**config.mk**
```make
export PLATFORM = sky130hd
export DESIGN_NAME = manchester_rx
export DESIGN_NICKNAME = d
export VERILOG_FILES = /design/src/rtl/manchester_pkg.sv /design/src/rtl/manchester_sync_edge.sv /design/src/rtl/manchester_rx.sv
export SDC_FILE = /design/constraint.sdc
export NUM_CORES = 1
export LEC_CHECK = 0
export CAP_MARGIN = 20
export CORE_ASPECT_RATIO = 1.75
export CORE_MARGIN = 1.5
export CORE_UTILIZATION = 55
export DETAILED_ROUTE_END_ITERATION = 8
export PLACE_DENSITY = 0.88
export SYNTH_ARGS = -nofsm -noshare
export SYNTH_HDL_FRONTEND = slang
export SYNTH_SLANG_ARGS = --single-unit
export TNS_END_PERCENT = 10
```
**constraint.sdc**
```tcl
create_clock -name clk -period 2.44 [get_ports clk]
set_input_delay 0.366 -clock clk [delete_from_list [all_inputs] [get_ports clk]]
set_output_delay 0.366 -clock clk [all_outputs]
set_load 0.01 [all_outputs]
```
**src/rtl/manchester_pkg.sv**
```systemverilog
// Shared types and timing constants for the Manchester receiver.
package manchester_pkg;

    localparam int unsigned OVS_DEFAULT = 8;

    typedef enum logic [1:0] {
        IDLE  = 2'd0,
        ARMED = 2'd1,
        RECV  = 2'd2
    } rx_state_t;

    // Earliest elapsed count at which an edge is accepted as a mid-bit edge.
    function automatic int unsigned win_lo(input int unsigned ovs);
        return (3 * ovs) / 4;
    endfunction

    // Latest elapsed count at which an edge is accepted as a mid-bit edge.
    function automatic int unsigned win_hi(input int unsigned ovs);
        return (5 * ovs) / 4;
    endfunction

    localparam int unsigned WIN_LO = win_lo(OVS_DEFAULT);
    localparam int unsigned WIN_HI = win_hi(OVS_DEFAULT);

endpackage

```
**src/rtl/manchester_sync_edge.sv**
```systemverilog
// Two-flop synchronizer for the raw line plus registered rise/fall pulses.
module manchester_sync_edge (
    input  logic clk,
    input  logic rst,
    input  logic line_in,
    output logic line_s,
    output logic rise,
    output logic fall
);

    logic meta;
    logic prev;

    // Synchronize the line and compare against its previous synchronized value.
    always_ff @(posedge clk) begin
        if (rst) begin
            meta   <= 1'b0;
            line_s <= 1'b0;
            prev   <= 1'b0;
            rise   <= 1'b0;
            fall   <= 1'b0;
        end else begin
            meta   <= line_in;
            line_s <= meta;
            prev   <= line_s;
            rise   <= line_s & ~prev;
            fall   <= ~line_s & prev;
        end
    end

endmodule

```
**src/rtl/manchester_rx.sv**
```systemverilog
// Manchester byte receiver: idle detection, mid-bit decode window, output stage.
module manchester_rx
    import manchester_pkg::*;
#(
    parameter int unsigned OVS = OVS_DEFAULT
) (
    input  logic       clk,
    input  logic       rst,
    input  logic       line_in,
    input  logic       en,
    output logic [7:0] out_data,
    output logic       out_valid,
    input  logic       out_ready,
    output logic       err,
    output logic       overrun,
    input  logic       clr_ovr
);

    localparam int unsigned LO_LIM = win_lo(OVS);
    localparam int unsigned HI_LIM = win_hi(OVS);
    localparam int unsigned TW     = $clog2(HI_LIM + 2);
    localparam int unsigned LW     = $clog2(OVS + 1);

    logic            line_s;
    logic            rise;
    logic            fall;

    rx_state_t       state, state_n;
    logic [TW-1:0]   timer, timer_n;
    logic [TW-1:0]   elapsed;
    logic [2:0]      bitcnt, bitcnt_n;
    logic [7:0]      shreg, shreg_n;
    logic [LW-1:0]   lowcnt, lowcnt_n;
    logic            err_n;
    logic            byte_done_c;
    logic            drop_c;

    manchester_sync_edge u_sync (
        .clk     (clk),
        .rst     (rst),
        .line_in (line_in),
        .line_s  (line_s),
        .rise    (rise),
        .fall    (fall)
    );

    // Receiver state and datapath registers.
    always_ff @(posedge clk) begin
        if (rst) begin
            state  <= IDLE;
            timer  <= '0;
            bitcnt <= '0;
            shreg  <= '0;
            lowcnt <= '0;
            err    <= 1'b0;
        end else begin
            state  <= state_n;
            timer  <= timer_n;
            bitcnt <= bitcnt_n;
            shreg  <= shreg_n;
            lowcnt <= lowcnt_n;
            err    <= err_n;
        end
    end

    // Next-state decode; elapsed is the edge spacing seen in the consuming cycle.
    always_comb begin
        state_n     = state;
        timer_n     = timer;
        bitcnt_n    = bitcnt;
        shreg_n     = shreg;
        lowcnt_n    = lowcnt;
        err_n       = 1'b0;
        byte_done_c = 1'b0;
        elapsed     = timer + TW'(1);

        if (!en) begin
            state_n  = IDLE;
            lowcnt_n = '0;
            timer_n  = '0;
            bitcnt_n = '0;
        end else begin
            case (state)
                IDLE: begin
                    if (line_s) begin
                        lowcnt_n = '0;
                    end else if (lowcnt == LW'(OVS - 1)) begin
                        lowcnt_n = '0;
                        state_n  = ARMED;
                    end else begin
                        lowcnt_n = lowcnt + LW'(1);
                    end
                end
                ARMED: begin
                    if (rise) begin
                        state_n  = RECV;
                        timer_n  = '0;
                        bitcnt_n = '0;
                    end else if (fall) begin
                        state_n = IDLE;
                        err_n   = 1'b1;
                    end
                end
                RECV: begin
                    if ((rise || fall) && (elapsed >= TW'(LO_LIM)) && (elapsed <= TW'(HI_LIM))) begin
                        shreg_n  = {rise, shreg[7:1]};
                        timer_n  = '0;
                        bitcnt_n = bitcnt + 3'd1;
                        if (bitcnt == 3'd7) begin
                            state_n     = IDLE;
                            bitcnt_n    = '0;
                            byte_done_c = 1'b1;
                        end
                    end else if (elapsed > TW'(HI_LIM)) begin
                        state_n  = IDLE;
                        timer_n  = '0;
                        bitcnt_n = '0;
                        err_n    = 1'b1;
                    end else begin
                        timer_n = elapsed;
                    end
                end
                default: begin
                    state_n = IDLE;
                end
            endcase
        end
    end

    assign drop_c = byte_done_c && out_valid && !out_ready;

    // Output holding register with valid/ready handshake and sticky overrun.
    always_ff @(posedge clk) begin
        if (rst) begin
            out_data  <= '0;
            out_valid <= 1'b0;
            overrun   <= 1'b0;
        end else begin
            if (byte_done_c && !drop_c) begin
                out_data  <= shreg_n;
                out_valid <= 1'b1;
            end else if (out_valid && out_ready) begin
                out_valid <= 1'b0;
            end
            if (drop_c) begin
                overrun <= 1'b1;
            end else if (clr_ovr) begin
                overrun <= 1'b0;
            end
        end
    end

endmodule

```
==> results.ini, run 1 <==
[detailed_routing]
drc_errors = 0
drt-total-wl_um = 3370
drt_iter0_drc = 20
ant_nets = 0
num_vias = 1377
first_pass_iters = 4
wl_per_cell_um = 13.5
routed_via_density = 5.53

[worst_setup_path]
start_kind = flip-flop
cp_max_fo = 9
r2r_slack_ns = 0.26
crit_required_ns = 2.67
critical_path_class = flip-flop to flip-flop
endpoint_kind = flip-flop
cp.arrival_ns = 2.41

[power]
vdd_drop_max_mv = 0.417
power_leakage_uw = 0.000679
fin_total_pwr_uw = 1050
power_density_nw_per_um2 = 524

[floorplanning]
die_area_sq_um = 3510
ios = 17
num_rows = 26
core_sq_um = 2960
dieWidth_um = 45.5
die_y_um = 77.3
start_util_pct = 58.6

[timing]
setup_tns_ns = 0
tightest_slew_ns = 0.705
max_slew_margin_pct = 51.7
fin_worst_skew_ns = 0.0120
fmax_mhz = 458
finalSetupViolCount = 0
min_period_over_period_pct = 89.5
fin_crit_ns = 2.18
fin_ws_ns = 0.256
hold_viol = 0
maxSlewViolCount = 0
rsz0062_at_grt = no

[status]
status = complete, no violations

[global_route]
grt_max_degree = 28
antenna_found_initial = 0
grt.total_usage_pct = 22.7
grt_pass1_vias = 1421
grt_pass1_wl_um = 5910
grt-ovfl-total = 0

[logic_synthesis]
synthAdderAreaFrac_pct = 5.77
synthXorXnorAreaFrac_pct = 2.02
ys.flop_type = dfxtp_1
yosys.area_share.simple_pct = 26.2
synth_compound_area_share_pct = 13.9
synth_area_sq_um = 1740
ys_async_sr_fraction_pct = 0
synth_top_family_by_area = simple AND/OR/NAND/NOR gates
synth_nets = 203
synthMuxAreaShare_pct = 6.99
synth-edff-count = 0
ys_warn_count = 0
synth_seq_area_share_pct = 41.5
synth.avg_cell_area_sq_um = 9.18
synth_cells = 189
ys_ff_latch = 36
yosys.cell_types.count = 40

[final_layout]
area.growth.synth_to_final_pct = 15.9
post-route-cell-area_sq_um = 2010
final_cell_mix = 36 x dfxtp_1, 19 x nand2b_1, 16 x clkdlybuf4s50_1, 13 x a21oi_1
postLayoutCoreUtil_pct = 68.0
drive_gt1_share_pct = 10.1
final_nets = 220
antenna_cells = 0
mostFrequentLayoutCell = dfxtp_1

[place]
place_ws_ns = 0.253
routabilityCongestion = 0.836
placed_cell_area_sq_um = 1920
port_buffers = 16
dpl.hpwl_um = 2530

[clock_tree]
cts_max_level = 2
numCtsBuffers = 5
insertion_delay_ns = 0.30
ctsResizeCount = 0
postCtsSetupBuffers = 0
ctsHoldBuffers = 0
cts.sinks = 36
cts_max_path_buffers = 2
cts_tree = yes
cts-root-buf = clkbuf_8
clk_pin_slew_ns = 0.08

[worst_hold_path]
min_path_type = flip-flop to flip-flop

[run]
max_cap_violations = 0

## kinds of logic after synthesis
kind of cell / after synthesis
buffers and inverters: 14
adder cells (fa/ha/maj): 8
XOR/XNOR: 4
AND/OR/NAND/NOR: 79
AO/OA/AOI/OAI: 36
multiplexers: 12
flip-flops: 36
## final cells by class
type,instances,area [sq um]
flip-flops and latches,36,721
repair buffers,18,175
well taps,42,52.6
clock inverters,3,18.8
fillers,225,948
inverters,6,22.5
clock buffers,5,68.8
multi-input cells,139,953
## power by group
part           internal (uW)  switching [uW]  leakage, uW
logic                   19.7            17.1     0.000340
clock network            199             224    0.0000479
registers                591            3.31     0.000291
total                    810             244     0.000679
## registers in the layout, indices dropped and copies added, names as in the netlist
| signal | count |
|---|---|
| u_sync.meta | 1 |
| u_sync.line_s | 1 |
| err | 1 |
| overrun | 1 |
| shreg | 7 |
| out_data | 8 |
| u_sync.rise | 1 |
| lowcnt | 4 |
| bitcnt | 3 |
| state | 2 |
| u_sync.prev | 1 |
| timer | 4 |
| out_valid | 1 |
| u_sync.fall | 1 |
## critical path: stages (launching register included)
cell and delay (ns):
dfxtp_1 0.47, ha_1 0.29, and2b_4 0.22, a211oi_4 0.27, o211ai_4 0.16, nor3_4 0.48, mux2i_1 0.24
## metrics by stage
step	hold WS, ns	instances
after floorplan	0.383	189
after global placement	0.392	241
after detailed placement	0.424	241
after CTS	0.431	249
after global routing	0.438	249
final	0.437	249
## synth_stat cells, types with 2 or more instances
library cell | number | area [sq um]
ha_1 | 8 | 100
inv_1 | 6 | 22.5
nor3b_1 | 2 | 15.0
nor3_1 | 5 | 25.0
nor2_1 | 7 | 26.3
nand3_1 | 11 | 55.1
nand2_1 | 12 | 45.0
dfxtp_1 | 36 | 721
mux2i_1 | 11 | 110
nor2b_1 | 10 | 62.6
a21oi_1 | 13 | 65.1
o22ai_1 | 2 | 12.5
nand3b_1 | 3 | 22.5
xnor2_1 | 3 | 26.3
nand2b_1 | 19 | 119
and3_1 | 2 | 12.5
o21ai_0 | 12 | 60.1
clkbuf_1 | 5 | 18.8
## final timing paths
check | depth (start not counted) | endpoint | startpoint
worst max-delay path | 6 | out_data[7] | timer[0]
worst min-delay path | 1 | u_sync.rise | u_sync.prev
worst max register to register | 6 | out_data[7] | timer[0]
worst min register to register | 1 | u_sync.rise | u_sync.prev
## routing by layer
layer | vias to the layer above | global-route usage, % | share of wire, %
li1 | 684 | - | -
met1 | 653 | 22.8 | 39
met2 | 31 | 38.3 | 55
met3 | 9 | 6.12 | 3.6
met4 | 0 | 14.1 | 3.0
met5 | - | 0 | 0
Power figures use the tool's default switching activity.
==> run 2, diff against run 1 <==
--- a/config.mk
+++ b/config.mk
@@ -5,11 +5,13 @@
 export SDC_FILE = /design/constraint.sdc
 export NUM_CORES = 1
 export LEC_CHECK = 0
+export ABC_CLOCK_PERIOD_IN_PS = 2440
 export CAP_MARGIN = 20
 export CORE_ASPECT_RATIO = 1.75
 export CORE_MARGIN = 1.5
 export CORE_UTILIZATION = 55
 export DETAILED_ROUTE_END_ITERATION = 8
+export MAX_ROUTING_LAYER = met4
 export PLACE_DENSITY = 0.88
 export SYNTH_ARGS = -nofsm -noshare
 export SYNTH_HDL_FRONTEND = slang
==> run 2 against run 1 <==
  * Critical path depth unchanged
  * Final area unchanged
  * Global-route usage up 0.58 points
  * Die area unchanged
  * Hold slack about the same
  * Final cell count unchanged
  * Fmax down 0.19%
  * Via count up 0.87%
  * Sequential cell count unchanged
  * First-iteration DRC count up 100%
  * Sequential share of layout area unchanged
  * Worst setup slack worse by 0.0043 ns
  * Largest cell class unchanged
  * Largest power group unchanged
  * Highest routed layer unchanged
==> results.ini, run 2 (synthesis results as in run 1) <==
[final_layout]
antenna_cells = 0  ; unchanged
post-route-cell-area_sq_um = 2010  ; unchanged
largest_register_ffs = 8  ; unchanged
drive_gt1_share_pct = 10.1  ; unchanged
area.growth.synth_to_final_pct = 15.9  ; unchanged
mostFrequentLayoutCell = dfxtp_1  ; unchanged
top_regs = out_data (8), shreg (7)  ; unchanged
n_fill_cell = 225  ; unchanged
final_nets = 220  ; unchanged
largest-register = out_data  ; unchanged
final_cell_mix = 36 x dfxtp_1, 19 x nand2b_1, 16 x clkdlybuf4s50_1, 13 x a21oi_1  ; unchanged
postLayoutCoreUtil_pct = 68.0  ; unchanged

[timing]
min_period_over_period_pct = 89.7  ; was 89.5%
hold_viol = 0  ; unchanged
rsz0062_at_grt = no  ; unchanged
fmax_mhz = 457  ; was 458 MHz
fin_worst_skew_ns = 0.0115  ; was 0.0120 ns
finalSetupViolCount = 0  ; unchanged
tightest_slew_ns = 0.705  ; about the same
max_slew_margin_pct = 51.7  ; about the same
fin_crit_ns = 2.19  ; was 2.18 ns
maxSlewViolCount = 0  ; unchanged
setup_tns_ns = 0  ; unchanged

[detailed_routing]
num_vias = 1389  ; was 1377
first_pass_iters = 4  ; unchanged
drt-total-wl_um = 3370  ; about the same
drt_iter0_drc = 40  ; was 20
wl_per_cell_um = 13.5  ; about the same
drc_errors = 0  ; unchanged
routed_via_density = 5.58  ; was 5.53
ant_nets = 0  ; unchanged

[place]
placed_cell_area_sq_um = 1920  ; unchanged
port_buffers = 16  ; unchanged
routabilityCongestion = 0.849  ; was 0.836
dpl.hpwl_um = 2530  ; unchanged

[status]
status = complete, no violations  ; unchanged

[worst_setup_path]
critical_path_class = flip-flop to flip-flop  ; unchanged
endpoint_kind = flip-flop  ; unchanged
cp_max_fo = 9  ; unchanged
crit_required_ns = 2.67  ; about the same
crit_slowest_cell = nor3_4  ; unchanged
cp.arrival_ns = 2.42  ; was 2.41 ns
cp_cell_sequence = ha_1, and2b_4, a211oi_4, o211ai_4, nor3_4, mux2i_1  ; unchanged
critPathMaxStageDelay_ns = 0.48  ; about the same
start_kind = flip-flop  ; unchanged
rr_worst_depth = 6  ; unchanged

[global_route]
antenna_found_initial = 0  ; unchanged
grt_pass1_vias = 1421  ; unchanged
grt_max_degree = 28  ; unchanged
grt-ovfl-total = 0  ; unchanged
grt.total_usage_pct = 23.2  ; was 22.7%
grt_pass1_wl_um = 5910  ; unchanged

[power]
power_density_nw_per_um2 = 524  ; about the same
power_leakage_uw = 0.000679  ; unchanged
vdd_drop_max_mv = 0.417  ; about the same
fin_total_pwr_uw = 1050  ; about the same

[clock_tree]
ctsResizeCount = 0  ; unchanged
cts_max_level = 2  ; unchanged
ctsHoldBuffers = 0  ; unchanged
cts.sinks = 36  ; unchanged
clk_pin_slew_ns = 0.08  ; about the same
insertion_delay_ns = 0.30  ; about the same
numCtsBuffers = 5  ; unchanged
cts-root-buf = clkbuf_8  ; unchanged
cts_tree = yes  ; unchanged
cts_max_path_buffers = 2  ; unchanged
postCtsSetupBuffers = 0  ; unchanged

[floorplanning]
start_util_pct = 58.6  ; unchanged
core_sq_um = 2960  ; unchanged
ios = 17  ; unchanged
die_area_sq_um = 3510  ; unchanged
num_rows = 26  ; unchanged
dieWidth_um = 45.5  ; unchanged
die_y_um = 77.3  ; unchanged

[run]
max_cap_violations = 0  ; unchanged

[worst_hold_path]
worstHoldPathCells = 1  ; unchanged
min_path_type = flip-flop to flip-flop  ; unchanged

-- run 2: final timing paths --
check	start	to	slack, ns
setup / recovery	timer[0]	out_data[7]	0.25
setup reg to reg	timer[0]	out_data[7]	0.25
hold / removal	u_sync.prev	u_sync.rise	0.44
hold reg to reg	u_sync.prev	u_sync.rise	0.44
-- run 2: critical path: cells and delay by family (launching register included) --
| family | cells | cell delay, ns |
|---|---|---|
| AND/OR/NAND/NOR | 2 | 0.70 |
| flip-flops | 1 | 0.47 |
| AO/OA/AOI/OAI | 2 | 0.43 |
| adder cells (fa/ha/maj) | 1 | 0.29 |
| multiplexers | 1 | 0.24 |
-- run 2: per-stage QoR --
| step | hold slack, ns | worst slack [ns] | instances |
|---|---|---|---|
| floorplan | 0.383 | 0.481 | 189 |
| global placement | 0.392 | 0.389 | 241 |
| detailed placement | 0.424 | 0.253 | 241 |
| CTS | 0.431 | 0.247 | 249 |
| global route | 0.438 | 0.0583 | 249 |
| finish | 0.437 | 0.252 | 249 |
-- run 2: per-layer routing --
layer	track usage, %	share of wire [%]	vias to the layer above
met5	-	0	-
met4	14.1	3.0	0
met3	6.12	3.3	9
met2	38.3	55	31
met1	22.8	38	661
li1	-	-	688
-- run 2: layout make-up --
type	instances	area (sq um)	area share (%)
clock buffer	5	68.8	3.42
sequential	36	721	35.8
multi-input combinational	139	953	47.4
timing repair buffer	18	175	8.71
tap	42	52.6	2.61
clock inverter	3	18.8	0.933
inverter	6	22.5	1.12
-- run 2: where the power goes --
group / leakage [uW] / internal [uW] / switching, uW
clock: 0.0000479 / 199 / 224
combinational: 0.000340 / 19.7 / 17.2
sequential: 0.000291 / 591 / 3.31
total: 0.000679 / 810 / 245
==> run 3, diff against run 2 <==
--- a/config.mk
+++ b/config.mk
@@ -5,13 +5,12 @@
 export SDC_FILE = /design/constraint.sdc
 export NUM_CORES = 1
 export LEC_CHECK = 0
-export ABC_CLOCK_PERIOD_IN_PS = 2440
+export ABC_CLOCK_PERIOD_IN_PS = 2100
 export CAP_MARGIN = 20
 export CORE_ASPECT_RATIO = 1.75
 export CORE_MARGIN = 1.5
 export CORE_UTILIZATION = 55
 export DETAILED_ROUTE_END_ITERATION = 8
-export MAX_ROUTING_LAYER = met4
 export PLACE_DENSITY = 0.88
 export SYNTH_ARGS = -nofsm -noshare
 export SYNTH_HDL_FRONTEND = slang
==> constraint.sdc (replaced) <==
create_clock -name clk -period 2.1 [get_ports clk]
set_input_delay 0.315 -clock clk [delete_from_list [all_inputs] [get_ports clk]]
set_output_delay 0.315 -clock clk [all_outputs]
set_load 0.01 [all_outputs]
==> run 3 against run 2 <==
  * Critical path depth increased by 2
  * Count of clock-buffer cells in the layout is the same
  * Highest routed layer unchanged
  * Critical endpoint is now out_data[4]
  * Sequential share of layout area decreased by 0.98 points
  * Routed wire length increased by 6.0%
  * Fmax is 10% higher
  * Largest power group unchanged
  * Final area up 3.0%
  * Total power is 27% higher
  * Combinational power grew 21%
  * Final cell count rose by 1.2%
==> results.ini, run 3 (synthesis results as in run 1) <==
[status]
status = complete, no violations  ; unchanged

[worst_hold_path]
hp-start = u_sync.prev  ; unchanged
min_path_type = flip-flop to flip-flop  ; unchanged
worstHoldPathCells = 1  ; unchanged
min_to = u_sync.rise  ; unchanged

[detailed_routing]
ant_nets = 0  ; unchanged
drc_errors = 0  ; unchanged
drt-total-wl_um = 3570  ; was 3370 um
drt_iter0_drc = 45  ; was 40
first_pass_iters = 4  ; unchanged
routed_via_density = 5.60  ; was 5.58
num_vias = 1412  ; was 1389
wl_per_cell_um = 14.2  ; was 13.5 um

[clock_tree]
cts_max_level = 2  ; unchanged
cts_max_path_buffers = 2  ; unchanged
cts.sinks = 36  ; unchanged
ctsHoldBuffers = 0  ; unchanged
cts-root-buf = clkbuf_8  ; unchanged
insertion_delay_ns = 0.29  ; was 0.30 ns
postCtsSetupBuffers = 0  ; unchanged
cts_tree = yes  ; unchanged
numCtsBuffers = 5  ; unchanged
clk_pin_slew_ns = 0.07  ; was 0.08 ns

[final_layout]
postLayoutCoreUtil_pct = 70.0  ; was 68.0%
fin_cells = 252  ; was 249
largest-register = out_data  ; unchanged
top_regs = out_data (8), shreg (7)  ; unchanged
antenna_cells = 0  ; unchanged
drive_gt1_share_pct = 12.4  ; was 10.1%
n_fill_cell = 208  ; was 225
final_nets = 223  ; was 220
area.growth.synth_to_final_pct = 19.4  ; was 15.9%
final_cell_mix = 35 x dfxtp_1, 19 x nand2b_1, 16 x clkdlybuf4s50_1, 13 x a21oi_1  ; was 36 x dfxtp_1, 19 x nand2b_1, 16 x clkdlybuf4s50_1, 13 x a21oi_1
mostFrequentLayoutCell = dfxtp_1  ; unchanged
largest_register_ffs = 8  ; unchanged

[global_route]
grt.total_usage_pct = 22.5  ; was 23.2%
grt-ovfl-total = 0  ; unchanged
grt_pass1_vias = 1417  ; was 1421
antenna_found_initial = 0  ; unchanged
grt_pass1_wl_um = 5910  ; about the same
grt_max_degree = 28  ; unchanged

[place]
port_buffers = 16  ; unchanged
routabilityCongestion = 0.776  ; was 0.849
dpl.hpwl_um = 2580  ; was 2530 um
placed_cells = 244  ; was 241

[timing]
hold_viol = 0  ; unchanged
max_slew_margin_pct = 60.4  ; was 51.7%
min_period_over_period_pct = 94.5  ; was 89.7%
fin_worst_skew_ns = 0.00708  ; was 0.0115 ns
finalSetupViolCount = 0  ; unchanged
whs_ns = 0.418  ; was 0.437 ns
tightest_slew_ns = 0.593  ; was 0.705 ns
fmax_mhz = 504  ; was 457 MHz
maxSlewViolCount = 0  ; unchanged
fin_crit_ns = 1.99  ; was 2.19 ns

[floorplanning]
num_rows = 26  ; unchanged
start_util_pct = 58.6  ; unchanged
ios = 17  ; unchanged
dieWidth_um = 45.5  ; unchanged
die_y_um = 77.3  ; unchanged
core_sq_um = 2960  ; unchanged
die_area_sq_um = 3510  ; unchanged

[run]
max_cap_violations = 0  ; unchanged

[worst_setup_path]
r2r_slack_ns = 0.11  ; was 0.25 ns
r2r_start = timer[1]  ; was timer[0]
endpoint_kind = flip-flop  ; unchanged
critical_path_class = flip-flop to flip-flop  ; unchanged
regToRegEndpoint = out_data[4]  ; was out_data[7]
rr_worst_depth = 8  ; was 6
cp_max_fo = 8  ; was 9
start_kind = flip-flop  ; unchanged
crit_required_ns = 2.32  ; was 2.67 ns
cp.arrival_ns = 2.20  ; was 2.42 ns

[power]
power_density_nw_per_um2 = 647  ; was 524 nW/um^2
vdd_drop_max_mv = 0.527  ; was 0.417 mV
power_leakage_uw = 0.000701  ; was 0.000679 uW

[run 3: worst max-delay path, cell delays in order, from the launching register on]
cell     delay (ns)
dfxtp_2        0.38
inv_1          0.05
ha_1           0.30
nor2b_1        0.16
o22ai_2        0.28
nand3_4        0.16
nor3_4         0.20
buf_6          0.17
mux2i_1        0.21
[run 3: worst max path at each step]
| stage | from | end | slack (ns) | cells after the start |
|---|---|---|---|---|
| final | timer[1] | out_data[4] | 0.11 | 8 |
| after global routing | timer[1] | out_data[4] | -0.01 | 8 |
| after CTS | timer[1] | out_data[3] | 0.02 | 7 |
| after detailed placement | timer[1] | out_data[4] | 0.03 | 8 |
| after global placement | timer[1] | out_data[7] | 0.19 | 8 |
| after floorplan | timer[0] | out_data[0] | 0.14 | 6 |
[run 3: report_power, final]
group          internal [uW]  total, uW  leakage [uW]  switching, uW
Sequential               687        691      0.000291           3.98
Combinational           23.0       44.8      0.000355           21.8
Clock                    351        606     0.0000541            255
[run 3: area by class of cell]
cell class	instances	area (sq um)	area share, %
tap	42	52.6	2.54
timing repair buffer	21	201	9.72
clock buffer	5	68.8	3.32
clock inverter	3	42.5	2.05
multi-input combinational	139	962	46.4
sequential	36	722	34.8
inverter	6	22.5	1.09
[run 3: timing repair]
item,in CTS,in global routing
pin swaps,0,1
endpoints found under the setup margin,1,21
resized for setup,1,3
[run 3: per-layer routing]
metal | share of wire (%) | GRT usage (%) | up-vias
li1 | - | - | 693
met1 | 38 | 22.3 | 677
met2 | 56 | 39.6 | 31
met3 | 2.9 | 5.65 | 11
met4 | 2.7 | 12.1 | 0
met5 | 0 | 0 | -
[run 3: per-stage QoR]
| step | power (uW) | worst slack, ns | area, sq um | TNS, ns |
|---|---|---|---|---|
| after floorplan | 732 | 0.141 | 1740 | 0 |
| after global placement | 747 | 0.186 | 1950 | 0 |
| after detailed placement | 751 | 0.0310 | 1950 | 0 |
| after CTS | 1340 | 0.0189 | 2070 | 0 |
| after global routing | 1380 | -0.0129 | 2070 | -0.0129 |
| final | 1340 | 0.115 | 2070 | 0 |
==> variant: new RTL, settings of run 1 <==
Remove the register `err`: a continuous assignment takes its place, so the output `err` follows one clock earlier.
--- a/src/rtl/manchester_rx.sv
+++ b/src/rtl/manchester_rx.sv
@@ -52,16 +52,16 @@
             bitcnt <= '0;
             shreg  <= '0;
             lowcnt <= '0;
-            err    <= 1'b0;
         end else begin
             state  <= state_n;
             timer  <= timer_n;
             bitcnt <= bitcnt_n;
             shreg  <= shreg_n;
             lowcnt <= lowcnt_n;
-            err    <= err_n;
         end
     end
+
+    assign err = err_n;
 
     // Next-state decode; elapsed is the edge spacing seen in the consuming cycle.
     always_comb begin
Behaviour: same outputs for any inputs over 10 cycles, from zero or initial values and one cycle with rst high; that may be too few to reach the edited logic, so the function may still have changed.
==> variant against run 1 <==
  * Setup slack lost 0.019 ns
  * Global-route usage grew 0.83 points
  * Area after synthesis grew 1.5%
  * Sequential share of layout area shrank 1.9 points
  * First-iteration DRC count shrank 20%
  * Hold slack lost 0.025 ns
  * Via count grew 2.7%
  * Clock power grew 9.2%
  * Routed wire length grew 5.3%
  * Critical endpoint is now out_data[3]$_SDFFE_PP0P_
  * Total power grew 2.1%
  * Final area grew 3.3%
  * Highest routed layer unchanged
  * Sequential cell count shrank 1
==> variant: results (changes against run 1) <==
| Metric | Value |
|---|---|
| Result of the run | `finished clean` |
| Register area | `706 sq um (-2.1%)` |
| Filler cells | `259 (+15%)` |
| Leak Pwr | `0.744 nW (+9.6%)` |
| Post_cts resized | `6 (+6)` |
| Capture point of the critical path | `out_data[3]$_SDFFE_PP0P_` |
| Pre-CTS setup slack | `0.0981 ns (-0.155 ns)` |
| Crit path max-delay cell type | `sky130_fd_sc_hd__dfxtp_4` |
| Peak VDD IR | `387 uV (-7.2%)` |
| Summed instance area of the synthesized netlist | `1760 sq um (+1.5%)` |
| Fraction of area in multi-input gates | `47.2% (-0.19 points)` |
| Number of non-clock inverters | `7 (+1)` |
| Total global-route track usage | `23.5% (+0.83 points)` |
| Count of clock-net buffers in the final layout | `7 (+2)` |
| Detailed placement HPWL | `2510 microns (-1.0%)` |
| Synth-to-layout area growth | `18.0%` |
| Count of multi-input combinational gates | `143 (+2.9%)` |
| Vias per inst | `5.48 (-0.90%)` |
| Most instantiated cells after synthesis | `sky130_fd_sc_hd__dfxtp_1 (35), sky130_fd_sc_hd__nand2b_1 (19), sky130_fd_sc_hd__mux2i_1 (18), sky130_fd_sc_hd__nand2_1 (16), sky130_fd_sc_hd__nor2_1 (15)` |
| Layout buffering overhead excluding clock cells | `9.99% (+1.3 points)` |
| Tightest hold margin | `0.412 ns (-0.0253 ns)` |
| Number of global-route vias before repair | `1440 (+1.3%)` |
| Detail-routed net length per standard cell | `13.8 microns (+1.6%)` |
| Non-CTS buffers | `22 (+4)` |
| Origin of the worst setup path | `timer[1]$_SDFFE_PP0P_` |
| CP Max Fanout | `8 (-1)` |
| Global-route wire length before repair | `6240 microns (+5.7%)` |
| Sequential cell fraction of total power | `53.7% (-2.7 points)` |
| Clock power share | `43.0% (+2.9 points)` |
| Peak per-stage delay on the critical path | `0.38 ns (-0.10 ns)` |
| Clock-cell share of area | `5.00% (+0.64 points)` |
| Normalized max-slew margin | `78.4% (+27 points)` |
| R2r setup slk | `0.24 ns (-0.02 ns)` |
| Number of nets in the final layout | `228 (+3.6%)` |
| Internal power contribution | `850 uW (+5.0%)` |
| Path depth of the worst reg2reg path | `8 (+2)` |
| Cell total after placement | `250 (+3.7%)` |
| Sink count of the clock tree | `35 (-2.8%)` |
| Post-Syn Nets | `207 (+2.0%)` |
| Clock Skew | `0.00537 ns (-0.00662 ns)` |
==> variant: changes by cell type after synthesis, sizes merged, moves of 2 or more <==
cell / run 1 / this run
o21ai: 12 / 9
o22ai: 3 / 0
a22oi: 0 / 2
a21boi: 0 / 2
nand2: 12 / 16
mux2i: 11 / 18
nor3: 6 / 1
xnor2: 3 / 0
nand4: 0 / 2
nand3: 12 / 3
nor2: 7 / 15
==> variant: layer usage <==
layer | global-route usage, % | vias up | wire length [microns]
met2 | 40.1 | 18 | 1960
met4 | 12.0 | 0 | 86
met3 | 4.42 | 9 | 83
met5 | 0 | - | 0
met1 | 26.0 | 684 | 1410
li1 | - | 703 | -
==> variant: cells by family (layout without fill, tap and decap cells) <==
family                   after synthesis  count (layout)  synth area share (%)
AND/OR/NAND/NOR                       84              84                  27.2
flip-flops                            35              35                  39.8
AO/OA/AOI/OAI                         31              31                  10.4
multiplexers                          20              20                  11.5
buffers and inverters                 15              37                  5.40
adder cells (fa/ha/maj)                8               8                  5.68
